===== config.mk =====
export PLATFORM = sky130hd
export DESIGN_NAME = mov_seq_scheduler_flat
export DESIGN_NICKNAME = d
export VERILOG_FILES = /design/src/rtl/mov_seq_scheduler_if.sv /design/src/rtl/mov_seq_scheduler.sv /design/src/flat_wrapper.sv
export SDC_FILE = /design/constraint.sdc
export NUM_CORES = 1
export LEC_CHECK = 0
export CORE_MARGIN = 2
export CORE_UTILIZATION = 45
export CTS_BUF_LIST = sky130_fd_sc_hd__clkbuf_8
export DETAILED_ROUTE_END_ITERATION = 10
export PLACE_DENSITY = 0.88
export SETUP_SLACK_MARGIN = 0.05
export SKIP_LAST_GASP = 1
export SYNTH_ARGS = -nofsm -noshare
export SYNTH_HDL_FRONTEND = slang
export SYNTH_SLANG_ARGS = --single-unit

===== constraint.sdc =====
create_clock -name clk -period 1.9 [get_ports clk]
set_input_delay 0.285 -clock clk [delete_from_list [all_inputs] [get_ports clk]]
set_output_delay 0.285 -clock clk [all_outputs]
set_load 0.02 [all_outputs]

===== src/rtl/mov_seq_scheduler_if.sv =====
// Bundle between mov_seq_scheduler, the external combinational block
// generator (restrectedMovSeq) and the downstream move consumer.
//
// Handshake: out_valid/out_ready follow strict valid/ready semantics.
//   - A move transfers on a rising clk edge where out_valid && out_ready.
//   - Once out_valid is high it stays high, and out_move stays stable,
//     until the transfer happens.
//   - out_valid never depends combinationally on out_ready.
// Generator path: gen_restrected/gen_prob/gen_random are registered
// outputs of the scheduler; gen_seq returns combinationally from them.
interface mov_seq_scheduler_if;
  logic [1:0]  gen_restrected;
  logic [2:0]  gen_prob;
  logic [12:0] gen_random;
  logic [7:0]  gen_seq;
  logic        out_valid;
  logic        out_ready;
  logic [1:0]  out_move;

  // Scheduler side
  modport master (
    output gen_restrected,
    output gen_prob,
    output gen_random,
    input  gen_seq,
    output out_valid,
    input  out_ready,
    output out_move
  );

  // Generator + consumer side
  modport slave (
    input  gen_restrected,
    input  gen_prob,
    input  gen_random,
    output gen_seq,
    input  out_valid,
    output out_ready,
    input  out_move
  );
endinterface


===== src/rtl/mov_seq_scheduler.sv =====
// mov_seq_scheduler: drives the restricted-move block generator from a
// 13-bit Fibonacci LFSR and serialises each 4-move block (low bits first)
// to a valid/ready consumer, one move per transfer.
// Block cadence: one LOAD cycle (captures gen_seq, advances LFSR) followed
// by four EMIT transfers. The last move of each block becomes the
// restricted move of the next block.
// Optional feature macro: MOVSEQ_HEAD_STATS_EN adds head_cnt, counting
// blocks whose first move is the restricted move.
module mov_seq_scheduler #(
  parameter logic [12:0] SEED = 13'h1ACE
) (
  input  logic                  clk,
  input  logic                  rst,
  input  logic                  start,
  input  logic                  stop,
  input  logic [2:0]            cfg_prob,
  input  logic [1:0]            cfg_init_restr,
  mov_seq_scheduler_if.master   bus,
  output logic                  busy,
  output logic [1:0]            dbg_state,
  output logic [15:0]           block_cnt
`ifdef MOVSEQ_HEAD_STATS_EN
  ,
  output logic [15:0]           head_cnt
`endif
);

  // FSM encoding
  localparam logic [1:0] ST_IDLE = 2'd0;
  localparam logic [1:0] ST_LOAD = 2'd1;
  localparam logic [1:0] ST_EMIT = 2'd2;

  // An all-zero LFSR would lock up, so a zero seed falls back to 1.
  localparam logic [12:0] SEED_EFF = (SEED == 13'h0000) ? 13'h0001 : SEED;

  logic [1:0]  r_state;
  logic [12:0] r_lfsr;
  logic [1:0]  r_restr;
  logic [2:0]  r_prob;
  logic [7:0]  r_shift;
  logic [1:0]  r_idx;
  logic [15:0] r_block_cnt;

  logic [12:0] w_lfsr_next;
  logic        w_start_ok;
  logic        w_xfer;
  logic        w_last;

  // Fibonacci feedback: shift left, taps 12,3,2,0 into the LSB.
  assign w_lfsr_next = {r_lfsr[11:0], r_lfsr[12] ^ r_lfsr[3] ^ r_lfsr[2] ^ r_lfsr[0]};

  // start is only honoured from IDLE; it beats a simultaneous stop there.
  assign w_start_ok = (r_state == ST_IDLE) && start;

  // A move leaves on every EMIT cycle the consumer is ready.
  assign w_xfer = (r_state == ST_EMIT) && bus.out_ready;

  // The fourth transfer closes the block.
  assign w_last = w_xfer && (r_idx == 2'd3);

  // Control FSM: IDLE -> LOAD -> EMIT x4 -> LOAD/IDLE (stop sampled at block end)
  always_ff @(posedge clk or posedge rst) begin
    if (rst) begin
      r_state <= ST_IDLE;
    end else begin
      case (r_state)
        ST_IDLE: begin
          if (start) begin
            r_state <= ST_LOAD;
          end
        end
        ST_LOAD: begin
          r_state <= ST_EMIT;
        end
        ST_EMIT: begin
          if (w_last) begin
            r_state <= stop ? ST_IDLE : ST_LOAD;
          end
        end
        default: begin
          r_state <= ST_IDLE;
        end
      endcase
    end
  end

  // Generator configuration: latched on start; restricted move chains from
  // the last emitted move of each block.
  always_ff @(posedge clk or posedge rst) begin
    if (rst) begin
      r_prob  <= 3'd0;
      r_restr <= 2'd0;
    end else if (w_start_ok) begin
      r_prob  <= cfg_prob;
      r_restr <= cfg_init_restr;
    end else if (w_last) begin
      r_restr <= r_shift[1:0];
    end
  end

  // LFSR advances exactly once per LOAD cycle, never otherwise.
  always_ff @(posedge clk or posedge rst) begin
    if (rst) begin
      r_lfsr <= SEED_EFF;
    end else if (r_state == ST_LOAD) begin
      r_lfsr <= w_lfsr_next;
    end
  end

  // Block shift register and move index; frozen under backpressure.
  always_ff @(posedge clk or posedge rst) begin
    if (rst) begin
      r_shift <= 8'd0;
      r_idx   <= 2'd0;
    end else if (r_state == ST_LOAD) begin
      r_shift <= bus.gen_seq;
      r_idx   <= 2'd0;
    end else if (w_xfer) begin
      r_shift <= {2'b00, r_shift[7:2]};
      r_idx   <= r_idx + 2'd1;
    end
  end

  // Completed-block counter, cleared on start, wraps naturally.
  always_ff @(posedge clk or posedge rst) begin
    if (rst) begin
      r_block_cnt <= 16'd0;
    end else if (w_start_ok) begin
      r_block_cnt <= 16'd0;
    end else if (w_last) begin
      r_block_cnt <= r_block_cnt + 16'd1;
    end
  end

`ifdef MOVSEQ_HEAD_STATS_EN
  logic [15:0] r_head_cnt;

  // Count LOAD cycles where the generator put the restricted move first.
  always_ff @(posedge clk or posedge rst) begin
    if (rst) begin
      r_head_cnt <= 16'd0;
    end else if (w_start_ok) begin
      r_head_cnt <= 16'd0;
    end else if ((r_state == ST_LOAD) && (bus.gen_seq[1:0] == r_restr)) begin
      r_head_cnt <= r_head_cnt + 16'd1;
    end
  end

  assign head_cnt = r_head_cnt;
`endif

  // Output mapping: everything is a direct register view.
  assign bus.gen_restrected = r_restr;
  assign bus.gen_prob       = r_prob;
  assign bus.gen_random     = r_lfsr;
  assign bus.out_valid      = (r_state == ST_EMIT);
  assign bus.out_move       = r_shift[1:0];
  assign busy               = (r_state != ST_IDLE);
  assign dbg_state          = r_state;
  assign block_cnt          = r_block_cnt;

endmodule


===== src/flat_wrapper.sv =====
// flat-port wrapper written by rule: the top's interface ports become plain ports
module mov_seq_scheduler_flat 
#(
  parameter logic [12:0] SEED = 13'h1ACE
)
  (clk, rst, start, stop, cfg_prob, cfg_init_restr, busy, dbg_state, block_cnt, bus_gen_restrected, bus_gen_prob, bus_gen_random, bus_gen_seq, bus_out_valid, bus_out_ready, bus_out_move);
  mov_seq_scheduler_if bus_i ();
  input  logic clk;
  input  logic rst;
  input  logic start;
  input  logic stop;
  input  logic [2:0] cfg_prob;
  input  logic [1:0] cfg_init_restr;
  output logic busy;
  output logic [1:0] dbg_state;
  output logic [15:0] block_cnt;
  output wire logic [$bits(bus_i.gen_restrected)-1:0] bus_gen_restrected;
  output wire logic [$bits(bus_i.gen_prob)-1:0] bus_gen_prob;
  output wire logic [$bits(bus_i.gen_random)-1:0] bus_gen_random;
  input wire logic [$bits(bus_i.gen_seq)-1:0] bus_gen_seq;
  output wire logic [$bits(bus_i.out_valid)-1:0] bus_out_valid;
  input wire logic [$bits(bus_i.out_ready)-1:0] bus_out_ready;
  output wire logic [$bits(bus_i.out_move)-1:0] bus_out_move;
  assign bus_gen_restrected = bus_i.gen_restrected;
  assign bus_gen_prob = bus_i.gen_prob;
  assign bus_gen_random = bus_i.gen_random;
  assign bus_i.gen_seq = bus_gen_seq;
  assign bus_out_valid = bus_i.out_valid;
  assign bus_i.out_ready = bus_out_ready;
  assign bus_out_move = bus_i.out_move;
  mov_seq_scheduler #(.SEED(SEED)) u_core (.clk(clk), .rst(rst), .start(start), .stop(stop), .cfg_prob(cfg_prob), .cfg_init_restr(cfg_init_restr), .bus(bus_i), .busy(busy), .dbg_state(dbg_state), .block_cnt(block_cnt));
endmodule

## After elaboration in Yosys (flattened, before gate mapping)

Cells that the tools add are included.

- Bits in registers: 46
- Bits in latches: 0
- Memory bits (writable): 0
- Memory bits (read-only): 0
- Output and inout bits: 40
- Word-level logic and storage cells: 37
- Memories kept: 0

- Add/subtract/negate cells: 2
- $mul: 0
- Div/mod/pow operators: 0
- $lt $le $gt $ge: 0
- Eq/ne operators: 5
- Shifts and indexed selects: 0
- Multiplexer cells: 12
- Bitwise gates (word level): 3
- Reduce and logical (&&, ||, !) cells: 8

Operators by type and width:

| cell | number |
|---|---|
| $mux W16 | 2 |
| $add A16 B1 Y16 const B | 1 |
| $mux W8 | 2 |
| $mux W2 | 6 |
| $pmux W2 S3 | 1 |
| $reduce_bool A2 Y1 | 3 |
| $eq A2 B2 Y1 const B | 2 |
| $logic_and A1 B1 Y1 | 3 |
| $xor A1 B1 Y1 | 3 |
| $add A2 B1 Y2 const B | 1 |
| $eq A2 B1 Y1 const B | 1 |
| $logic_not A2 Y1 | 1 |
| $ne A2 B1 Y1 const B | 1 |
| $ne A2 B2 Y1 const B | 1 |
| $reduce_and A2 Y1 | 1 |
| $mux W1 | 1 |

## Longest topological paths before layout

Gate-level depths: netlist of the first run.

- Depth after elaboration: 5
- Gate-level depth with buffers: 6
- Mapped depth without buffers: 5

## Least setup slack after synthesis of the first run

No wires, ideal clock.

- Path kind: register -> register
- From: register u_core.r_state[0], in the netlist u_core.dbg_state[0]
- To: register u_core.r_block_cnt[11], in the netlist u_core.block_cnt[11]
- Setup time: 0.078 ns
- Arrival: 1.905 ns
- Data required time: 1.822 ns
- Slack: -0.083 ns
- Cell stages (with the launch flop): 7
- Clock period less this slack: 1.983 ns
- Path through: dfrtp_1 -> buf_6 -> nand4b_4 -> or4_1 -> buf_2 -> or3_1 -> a21oi_1

- Cells in the longest elaborated chain, start to end: 4

Ends and longest elaborated chain:

| item | line | text |
|---|---|---|
| start, declared | mov_seq_scheduler.sv:36 | `logic [1:0] r_state;` |
| start signal, assigned | mov_seq_scheduler.sv:77 | `r_state <= stop ? ST_IDLE : ST_LOAD;` |
| $eq A2 B2 Y1 | mov_seq_scheduler.sv:56 | `assign w_xfer = (r_state == ST_EMIT) && bus.out_ready;` |
| $logic_and A1 B1 Y1 | mov_seq_scheduler.sv:56 |  |
| $logic_and A1 B1 Y1 | mov_seq_scheduler.sv:59 | `assign w_last = w_xfer && (r_idx == 2'd3);` |
| $reduce_bool A2 Y1 (no line) | n/a |  |
| end signal, assigned | mov_seq_scheduler.sv:131 | `r_block_cnt <= r_block_cnt + 16'd1;` |
| end, declared | mov_seq_scheduler.sv:42 | `logic [15:0] r_block_cnt;` |

Parallel ways exist; a longest one is shown, timed or not.
A chain may end at the register's enable or synchronous reset.

## Worst setup path after layout of the first run

- From: register u_core.r_idx[1]
- To: register u_core.r_block_cnt[10], in the netlist u_core.block_cnt[10]

- Cells in the longest elaborated chain, start to end: 3

Ends and longest elaborated chain:

| item | line | text |
|---|---|---|
| start, declared | mov_seq_scheduler.sv:41 | `logic [1:0] r_idx;` |
| start signal, assigned | mov_seq_scheduler.sv:120 | `r_idx <= r_idx + 2'd1;` |
| $eq A2 B2 Y1 | mov_seq_scheduler.sv:59 |  |
| $logic_and A1 B1 Y1 | mov_seq_scheduler.sv:59 |  |
| $reduce_bool A2 Y1 (no line) | n/a |  |

No other way between the ends.

==> summary.txt, run 1 <==
Outcome
  • Status: completed

Final layout
  • Fin util: 64.3%
  • Syn-to-layout area delta: 36.3%
  • Layout Cells excl Fill: roughly 350
  • Commonest non-fill, non-tap cell in the layout: clkdlybuf4s50_1
  • Layout cells sized above 1: between 20% and 30%
  • Fill count: approximately 400
  • ANT cells: 0
  • Most frequent cells in the layout: 54 x clkdlybuf4s50_1, 34 x dfrtp_1, 31 x nand2_1, 19 x buf_4, 17 x mux2_2
  • Final nets: approximately 300

Power
  • Switching power: 1.13 mW
  • Final Power: 3.32 mW
  • Comb pwr share: 38.3%
  • Sequential share of power: approximately two fifths
  • Clock network power share: between 20% and 30%
  • Internal Power: 2.19 mW
  • Switching portion of total power: between 30% and 40%
  • PwrDens: ~1100 nW/um^2
  • Worst vdd ir: between 0.6 and 0.7 mV
  • Lkg Pwr: between 1 and 1.5 nW

Floorplan
  • Die area: 5600 sq um
  • Die height: roughly 75 um
  • # IOs: 58
  • Row cnt: 25
  • Die Wd: roughly 75 um
  • Initial Util: a little under half
  • Core ar.: 4790 sq um

Clocking
  • CTS Buf Count: 5
  • CTS tree: yes
  • Worst skew pair latency: just over 0.3 ns
  • Reg clk slew, reported paths: around 0.080 ns
  • Root Buffer: clkbuf_8
  • Clock sink total: 46
  • CTS H-tree depth: 2
  • Cts hold-fix bufs: 0
  • Clock Path Buffers: 2

Setup path
  • CP required: roughly 2.1 ns
  • Worst Setup EP: u_core.block_cnt[10]$_DFFE_PP0P_
  • CP startpoint: u_core.r_idx[1]$_DFFE_PP0P_
  • R2r setup slk: 0.05 ns
  • CP endpoint kind: flop
  • Worst r2r dst: u_core.block_cnt[10]$_DFFE_PP0P_
  • Worst r2r src: u_core.r_idx[1]$_DFFE_PP0P_
  • CP Max Fanout: 4
  • CP Class: flop to flop
  • R2R depth: 5
  • Critical path arrival: about 2.1 ns
  • Startpoint Class: flop

STA
  • Slew Limit Fails: 0
  • Crit share post-route: 97.2%
  • Final Hold Fails: 0
  • Worst clock skew: 0.0106 ns
  • Final WS setup: around 0.054 ns
  • Unrepaired setup endpoints after global routing: yes
  • Worst hold slack: ~0.26 ns
  • Max frequency: 542 MHz
  • Tightest Pin Transition: approximately 0.36 ns
  • Final setup fails: 0
  • Min cycle time layout: ~1.8 ns
  • Rel. slew slack: around three quarters

Routing
  • Routed Antenna Nets: 0
  • Routed via count: around 1800
  • Vias/cell: between 5 and 6
  • Final wirelength: 4.93 mm
  • 1st-iter DRT viols: about 140
  • WL/cell: roughly 14 um
  • Pre-Repair DR Iteration Count: 4
  • DRC viols: 0

Placed design
  • Placed Cells: around 340
  • Hpwl dp: ~3.5 mm
  • GPL Wtd Cong: 0.750
  • Pre-CTS setup slack: -0.283 ns
  • Port bufs: 57

Global route
  • Largest net degree at the start of global routing: 32
  • First-pass GRT wire length: around 8.2 mm
  • Tot GR Track Use: between 10% and 20%
  • Remaining Overflow, GRT: 0
  • Initial antenna violation count: 0
  • Number of global-route vias before repair: roughly 1800

Logic synthesis
  • Register area share after synthesis: approximately 51%
  • Mean post-synth cell area: roughly 10 sq um
  • Yosys warns: 0
  • Post-Syn Instances: 221
  • Seq cells post-synth: 46
  • Syn Nets: 241
  • Netlist cell types: 30
  • Syn Std Cell Area: ~2300 sq um

Run
  • Max-Cap Viols: 0

Hold path
  • Tightest Hold Check Type: input pin to async pin
## cell families after synthesis
| group | synth area share, % |
|---|---|
| multiplexers | 11.1 |
| AND/OR/NAND/NOR | 15.7 |
| flip-flops | 51.4 |
| adder cells (fa/ha/maj) | 1.11 |
| AO/OA/AOI/OAI | 9.04 |
| buffers and inverters | 8.04 |
| XOR/XNOR | 3.49 |
## worst min-delay path by stage
stage / start / endpoint / slack, ns / depth (start not counted)
after floorplan: cfg_prob[0] / u_core.bus.gen_prob[0]$_DFFE_PP0P_ / 0.39 / 2
after global placement: u_core.bus.gen_prob[2]$_DFFE_PP0P_ / u_core.bus.gen_prob[2]$_DFFE_PP0P_ / 0.46 / 2
after detailed placement: u_core.bus.gen_prob[0]$_DFFE_PP0P_ / u_core.bus.gen_prob[0]$_DFFE_PP0P_ / 0.47 / 2
after CTS: rst / u_core.bus.gen_random[10]$_DFFE_PP0P_ / 0.27 / 2
after global routing: rst / u_core.block_cnt[6]$_DFFE_PP0P_ / 0.30 / 2
final: rst / u_core.block_cnt[6]$_DFFE_PP0P_ / 0.26 / 2
## timing repair
action | CTS | global route
setup endpoints to repair | 9 | 9
resized for setup | 6 | 7
pin swaps | 0 | 1
setup buffers | 0 | 2
## metrics by stage
stage / instance area [sq um] / TNS (ns)
floorplan: 2260 / -0.0991
global placement: 2920 / -1.19
detailed placement: 2920 / -1.65
CTS: 3050 / 0
global route: 3080 / 0
finish: 3080 / 0
## critical path: stages, from the launching register on
cell      delay, ns
dfrtp_1        0.42
ha_4           0.18
nand4b_1       0.12
or4_4          0.53
or3_4          0.39
a21oi_2        0.14
## power by group through the flow
stage / Sequential, mW / Clock, mW / Combinational (mW)
after detailed placement: 1.31 / 0 / 1.27
final: 1.30 / 0.746 / 1.27
after global routing: 1.32 / 0.814 / 1.41
after CTS: 1.29 / 0.767 / 1.26
after floorplan: 1.37 / 0 / 0.691
after global placement: 1.29 / 0 / 1.23
## synthesized netlist by cell type
cell type | instances | area (sq um)
dfrtp_1 | 38 | 951
nand2_1 | 31 | 116
mux2_2 | 17 | 191
a21oi_1 | 16 | 80.1
o21ai_0 | 16 | 80.1
buf_4 | 14 | 105
nor2_1 | 13 | 48.8
clkbuf_1 | 8 | 30.0
dfstp_2 | 8 | 210
inv_1 | 8 | 30.0
or3_1 | 8 | 50.1
mux2i_1 | 6 | 60.1
xnor2_1 | 6 | 52.6
nand3_1 | 4 | 20.0
nor3_1 | 4 | 20.0
nand4_1 | 3 | 18.8
xor2_1 | 3 | 26.3
a22oi_1 | 2 | 15.0
ha_1 | 2 | 25.0
nor3b_1 | 2 | 15.0
o22ai_1 | 2 | 12.5
or4_1 | 2 | 15.0
a211oi_1 | 1 | 7.51
a22o_1 | 1 | 8.76
and4_1 | 1 | 8.76
and4b_1 | 1 | 10.0
buf_2 | 1 | 5.00
buf_6 | 1 | 11.3
nand4b_1 | 1 | 8.76
nand4b_4 | 1 | 23.8
## per-layer routing
layer	vias up	share of wire (%)	GRT usage, %	routed length [um]
li1	860	-	-	-
met1	857	42	21.8	2070
met2	47	50	33.8	2450
met3	8	6.9	7.10	340
met4	0	1.4	6.55	67
met5	-	0	0	0
## flip-flops by register name (all words and copies together) (netlist names)
name,count
u_core.block_cnt,16
u_core.bus.gen_random,13
u_core.r_shift,8
u_core.bus.gen_prob,3
u_core.bus.gen_restrected,2
u_core.dbg_state,2
u_core.r_idx,2
## area by class of cell
cell class / count / area, sq um / share of cell area [%]
flip-flops and latches: 46 / 1170 / 37.9
multi-input cells: 143 / 951 / 30.9
repair buffers: 77 / 729 / 23.7
well taps: 67 / 83.8 / 2.72
clock buffers: 6 / 82.6 / 2.68
clock inverters: 2 / 33.8 / 1.10
inverters: 8 / 30.0 / 0.976
No activity file was read; power rests on OpenSTA's default activity.
==> inputs of run 2 (changes only) <==
==> constraint.sdc (replaced) <==
create_clock -name clk -period 1.9 [get_ports clk]
set_input_delay 0.285 -clock clk [delete_from_list [all_inputs] [get_ports clk]]
set_output_delay 0.285 -clock clk [all_outputs]
set_load 0.05 [all_outputs]
==> run 2 against run 1 <==
Final cell count shrank 1.1%. Critical path depth did not move. Largest power group is now combinational cells. Total power increased by 5.0%. Combinational power up 25%. Non-clock buffer count is 4 lower. Largest cell class unchanged.
==> summary.txt, run 2 (same netlist as run 1, synthesis figures left out) <==
Final layout
  • Final nets: approximately 300
  • Max reg flops: 16
  • Final Cell Area: 3070 sq um
  • ANT cells: 0
  • Syn-to-layout area delta: 36.1%
  • Most frequent cells in the layout: 34 x dfrtp_1, 31 x nand2_1, 31 x clkdlybuf4s50_1, 27 x buf_4, 17 x mux2_2
  • Layout cells sized above 1: a little under 30%
  • Commonest non-fill, non-tap cell in the layout: dfrtp_1

STA
  • Slew Limit Fails: 0
  • Rel. slew slack: 65.4%
  • Final WS setup: roughly 0.074 ns
  • Worst clock skew: approximately 0.0032 ns
  • Unrepaired setup endpoints after global routing: yes
  • Crit share post-route: between 90% and 100%
  • Final setup fails: 0
  • Min cycle time layout: 1.83 ns
  • Max frequency: ~550 MHz
  • Final Hold Fails: 0
  • Tightest Pin Transition: 0.518 ns

Global route
  • First-pass GRT wire length: roughly 7.9 mm
  • Remaining Overflow, GRT: 0
  • Largest net degree at the start of global routing: 29
  • Number of global-route vias before repair: approximately 1700
  • Tot GR Track Use: 18.5%
  • Initial antenna violation count: 0

Clocking
  • CTS tree: yes
  • Clock sink total: between 40 and 50
  • Root Buffer: clkbuf_8
  • CTS Buf Count: 5
  • CTS H-tree depth: 2
  • Reg clk slew, reported paths: about 0.080 ns
  • Worst skew pair latency: roughly 0.30 ns
  • Clock Path Buffers: 2

Setup path
  • Worst r2r src: u_core.r_idx[0]$_DFFE_PP0P_
  • Startpoint Class: flop
  • CP endpoint kind: flop
  • Slowest cell delay on critical path: ~0.6 ns
  • Critical path arrival: 2.06 ns
  • R2r setup slk: 0.07 ns
  • CP Max Fanout: 7
  • Worst r2r dst: u_core.block_cnt[14]$_DFFE_PP0P_
  • R2R depth: 5
  • Crit path max-delay cell type: or4_4
  • Cells along the critical path: ha_4, nand4b_1, or4_4, or3_4, a21oi_2
  • CP Class: flop to flop
  • CP required: 2.13 ns

Outcome
  • Status: completed

Placed design
  • Port bufs: between 50 and 60
  • GPL Wtd Cong: approximately 0.80
  • Hpwl dp: approximately 3.4 mm
  • Post-Place Cell Area: about 2900 sq um
  • Pre-CTS setup slack: -0.289 ns

Floorplan
  • Die height: 74.8 um
  • Die Wd: around 75 um
  • Core ar.: between 4000 and 5000 sq um
  • Row cnt: 25
  • Die area: roughly 5600 sq um
  • # IOs: just under 60
  • Initial Util: 47.2%

Routing
  • WL/cell: approximately 14 um
  • Routed Antenna Nets: 0
  • Vias/cell: ~5.1
  • 1st-iter DRT viols: slightly above 100
  • Pre-Repair DR Iteration Count: 4
  • Final wirelength: ~4.8 mm
  • Routed via count: approximately 1800
  • DRC viols: 0

Run
  • Max-Cap Viols: 0

Hold path
  • Tightest Hold Check Type: input pin to async pin

Power
  • Worst vdd ir: around 0.9 mV
  • Lkg Pwr: 1.55 nW
  • PwrDens: 1130 nW/um^2
## run 2: changes by cell type in the layout (fill, tap and decap cells not counted), moves of 2 or more
cell	delta
o21ai_1	-2
or3_4	+2
clkdlybuf4s50_1	-23
buf_4	+8
a21oi_1	-3
o21ai_0	+2
a21oi_2	+3
dlymetal6s2s_1	+10
buf_12	+2
or3_1	-2
## run 2: area by class of cell
type                            instances  area [sq um]
Fill cell                             401          1710
Sequential cell                        46          1170
Multi-Input combinational cell        143           985
Timing Repair Buffer                   73           716
Tap cell                               67          83.8
Clock buffer                            6          82.6
Inverter                                8          30.0
Clock inverter                          2          8.76
## run 2: worst max-delay path by stage
stage / from / cells after the start / end
CTS: u_core.block_cnt[12]$_DFFE_PP0P_ / 1 / block_cnt[12]
finish: u_core.r_idx[0]$_DFFE_PP0P_ / 5 / u_core.block_cnt[14]$_DFFE_PP0P_
floorplan: u_core.dbg_state[0]$_DFFE_PP0P_ / 6 / u_core.block_cnt[9]$_DFFE_PP0P_
global placement: bus_out_ready / 5 / u_core.block_cnt[15]$_DFFE_PP0P_
detailed placement: bus_out_ready / 5 / u_core.block_cnt[15]$_DFFE_PP0P_
global route: u_core.r_idx[0]$_DFFE_PP0P_ / 5 / u_core.block_cnt[10]$_DFFE_PP0P_
## run 2: per-stage QoR
stage / TNS (ns) / hold slack [ns] / util (%) / total power, mW / instances
6_report: 0 / 0.300 / 64.2 / 3.48 / 345
5_1_grt: 0 / 0.352 / 64.2 / 3.72 / 345
4_1_cts: 0 / 0.307 / 62.0 / 3.46 / 340
3_5_place_dp: -1.85 / 0.462 / 59.9 / 2.84 / 332
3_3_place_gp: -1.24 / 0.457 / 59.9 / 2.81 / 332
2_1_floorplan: -0.778 / 0.390 / - / 2.34 / 221
## run 2: layer usage
layer	wire length (um)	share of wire, %	up-vias	global-route usage (%)
met5	0	0	-	0
met4	85	1.8	0	6.75
met3	298	6.2	10	6.69
met2	2390	50	56	30.2
met1	2020	42	835	22.7
li1	-	-	856	-
## run 2: critical path, delay by kind of cell (launching register included)
family / cells / cell delay [ns]
adders and majority gates: 1 / 0.17
DFF: 1 / 0.40
and+or+nand+nor: 3 / 1.07
AOI/OAI and AO/OA: 1 / 0.12
## run 2: what timing repair did
item | in CTS | in global routing
buffers inserted | 0 | 5
hold buffers | 0 | 0
gates resized for setup | 6 | 18
cloned | 0 | 0
endpoints found under the setup margin | 10 | 17
pin swaps | 1 | 3
## run 2: power breakdown
part | total (mW) | internal, mW | switching [mW]
clock | 0.600 | 0.288 | 0.312
sequential | 1.29 | 1.16 | 0.133
combinational | 1.59 | 0.641 | 0.951
==> inputs of run 3 (changes only) <==
--- a/config.mk
+++ b/config.mk
@@ -5,6 +5,7 @@
 export SDC_FILE = /design/constraint.sdc
 export NUM_CORES = 1
 export LEC_CHECK = 0
+export CORE_ASPECT_RATIO = 1.75
 export CORE_MARGIN = 2
 export CORE_UTILIZATION = 45
 export CTS_BUF_LIST = sky130_fd_sc_hd__clkbuf_8
==> run 3 against run 2 <==
Register-to-register slack is essentially flat. Global-route usage shrank 0.15 points. Sequential cell count is the same. Clock skew grew 0.0032 ns. Total power grew 3.4%. Final cell count shrank 4.3%. Sequential share of layout area grew 0.63 points. Combinational power is essentially flat. Critical path type unchanged. Critical endpoint is now u_core.block_cnt[12]$_DFFE_PP0P_. Largest power group unchanged. Highest routed layer unchanged.
==> summary.txt, run 3 (same netlist as run 1, synthesis figures left out) <==
Routing
  • WL/cell: around 15 um
  • Routed via count: roughly 1800
  • 1st-iter DRT viols: 36
  • Pre-Repair DR Iteration Count: 4
  • DRC viols: 0
  • Routed Antenna Nets: 0
  • Vias/cell: roughly 5.4
  • Final wirelength: 4.83 mm

Placed design
  • Post-Place Cell Area: between 2000 and 3000 sq um
  • Pre-CTS setup slack: -0.330 ns
  • GPL Wtd Cong: 0.740
  • Hpwl dp: between 3 and 4 mm
  • Port bufs: 57

Global route
  • Number of global-route vias before repair: ~1800
  • Largest net degree at the start of global routing: 47
  • Initial antenna violation count: 0
  • Remaining Overflow, GRT: 0
  • Tot GR Track Use: between 10% and 20%
  • First-pass GRT wire length: roughly 8 mm

STA
  • Slew Limit Fails: 0
  • Final setup fails: 0
  • Max frequency: 549 MHz
  • Worst clock skew: ~0.0064 ns
  • Crit share post-route: between 90 and 100%
  • Rel. slew slack: 65.7%
  • Min cycle time layout: roughly 1.8 ns
  • Unrepaired setup endpoints after global routing: yes
  • Final WS setup: between 0.07 and 0.08 ns
  • Final Hold Fails: 0
  • Tightest Pin Transition: about 0.51 ns
  • Setup TNS Final: 0 ns

Floorplan
  • Die Wd: around 58 um
  • Die area: about 5600 sq um
  • Die height: 97.7 um
  • Row cnt: 34
  • # IOs: 58
  • Core ar.: between 4000 and 5000 sq um
  • Initial Util: between 40 and 50%

Hold path
  • Tightest Hold Check Type: input pin to async pin

Setup path
  • CP required: about 2.1 ns
  • Crit path max-delay cell type: or4_4
  • Slowest cell delay on critical path: around 0.59 ns
  • CP endpoint kind: flop
  • Cell family with the largest share of critical-path delay: simple AND/OR/NAND/NOR gates
  • Buf/Inv on CP: 0
  • Startpoint Class: flop
  • CP Class: flop to flop
  • CP Max Fanout: 7
  • Critical path arrival: ~2 ns
  • Worst r2r src: u_core.r_idx[0]$_DFFE_PP0P_
  • Cells along the critical path: ha_4, nand4b_1, or4_4, or3_1, a21oi_2
  • CP startpoint: u_core.r_idx[0]$_DFFE_PP0P_

Final layout
  • Fill count: 390
  • Syn-to-layout area delta: 33.9%
  • Most frequent cells in the layout: 34 x dfrtp_1, 31 x nand2_1, 30 x buf_4, 26 x clkdlybuf4s50_1, 17 x mux2_2
  • Max reg flops: 16
  • ANT cells: 0
  • Sequential cell area: around 1200 sq um
  • Fin util: 61.8%
  • Multi-input gate area: between 900 and 1000 sq um
  • Final nets: approximately 300
  • Final Cell Area: a little over 3000 sq um
  • Layout cells sized above 1: ~29%
  • Commonest non-fill, non-tap cell in the layout: dfrtp_1

Clocking
  • Root Buffer: clkbuf_8
  • Cts hold-fix bufs: 0
  • CTS H-tree depth: 2
  • CTS tree: yes
  • Clock Path Buffers: 2
  • Number of post-CTS setup repair buffers: 0
  • Clock sink total: 46
  • Reg clk slew, reported paths: ~0.090 ns
  • CTS Buf Count: 5
  • Worst skew pair latency: ~0.31 ns

Run
  • Max-Cap Viols: 0

Outcome
  • Status: completed

Power
  • Final Power: 3.60 mW
  • Worst vdd ir: between 1 and 1.5 mV
  • PwrDens: between 1000 and 1500 nW/um^2
  • Lkg Pwr: ~1.5 nW
run 3: cell types whose count changed in the layout (fill, tap and decap cells not counted), sizes merged:
| cell | change |
|---|---|
| clkdlybuf4s50 | -5 |
| buf | +3 |
| dlygate4sd2 | +3 |
| dlymetal6s2s | -3 |
| clkinvlp | +2 |
| bufinv | +1 |
| clkbuf | -1 |
| clkinv | -1 |
| inv | -1 |
run 3: through the flow:
step / instances / hold slack, ns
2_1_floorplan: 221 / 0.390
5_1_grt: 330 / 0.348
3_5_place_dp: 322 / 0.469
4_1_cts: 330 / 0.323
3_3_place_gp: 322 / 0.456
6_report: 330 / 0.321
run 3: report_power, final:
| group | leakage [nW] | switching, mW | internal [mW] | total [mW] |
|---|---|---|---|---|
| Clock | 0.0504 | 0.342 | 0.391 | 0.733 |
| Sequential | 0.583 | 0.134 | 1.16 | 1.29 |
| Combinational | 0.862 | 0.949 | 0.628 | 1.58 |
run 3: area by class of cell:
class | instances | share of cell area [%]
Tap cell | 54 | 2.24
Inverter | 8 | 0.994
Multi-Input combinational cell | 143 | 32.0
Timing Repair Buffer | 71 | 22.4
Clock buffer | 5 | 2.28
Clock inverter | 3 | 1.49
Sequential cell | 46 | 38.6
run 3: path summary, 6_finish.rpt:
kind	end	slack, ns	cells past startpoint
worst max-delay path	u_core.block_cnt[12]$_DFFE_PP0P_	0.08	5
worst min-delay path	u_core.block_cnt[7]$_DFFE_PP0P_	0.32	3
worst max register to register	u_core.block_cnt[12]$_DFFE_PP0P_	0.08	5
worst min register to register	u_core.bus.gen_random[0]$_DFFE_PP0P_	0.49	1
max in group asynchronous	u_core.bus.gen_random[1]$_DFFE_PP1P_	1.30	3
min in group clk	u_core.bus.gen_random[0]$_DFFE_PP0P_	0.49	1
run 3: worst min-delay path: stages:
cell	delay [ns]
clkdlybuf4s50_1	0.41
inv_2	0.07
buf_12	0.24
run 3: repair_timing:
item,CTS,global route
endpoints found under the setup margin,13,13
hold endpoints to repair,0,0
resized for setup,8,12
pin swaps,1,3
run 3: routing by layer:
layer  global-route usage [%]  part of all wire (%)  wire [um]  vias up
met2                     33.3                    58       2780       40
met3                     4.39                   4.7        227        9
met1                     18.7                    35       1700      865
met5                        0                     0          0        -
met4                     9.30                   2.5        120        0
li1                         -                     -          -      853
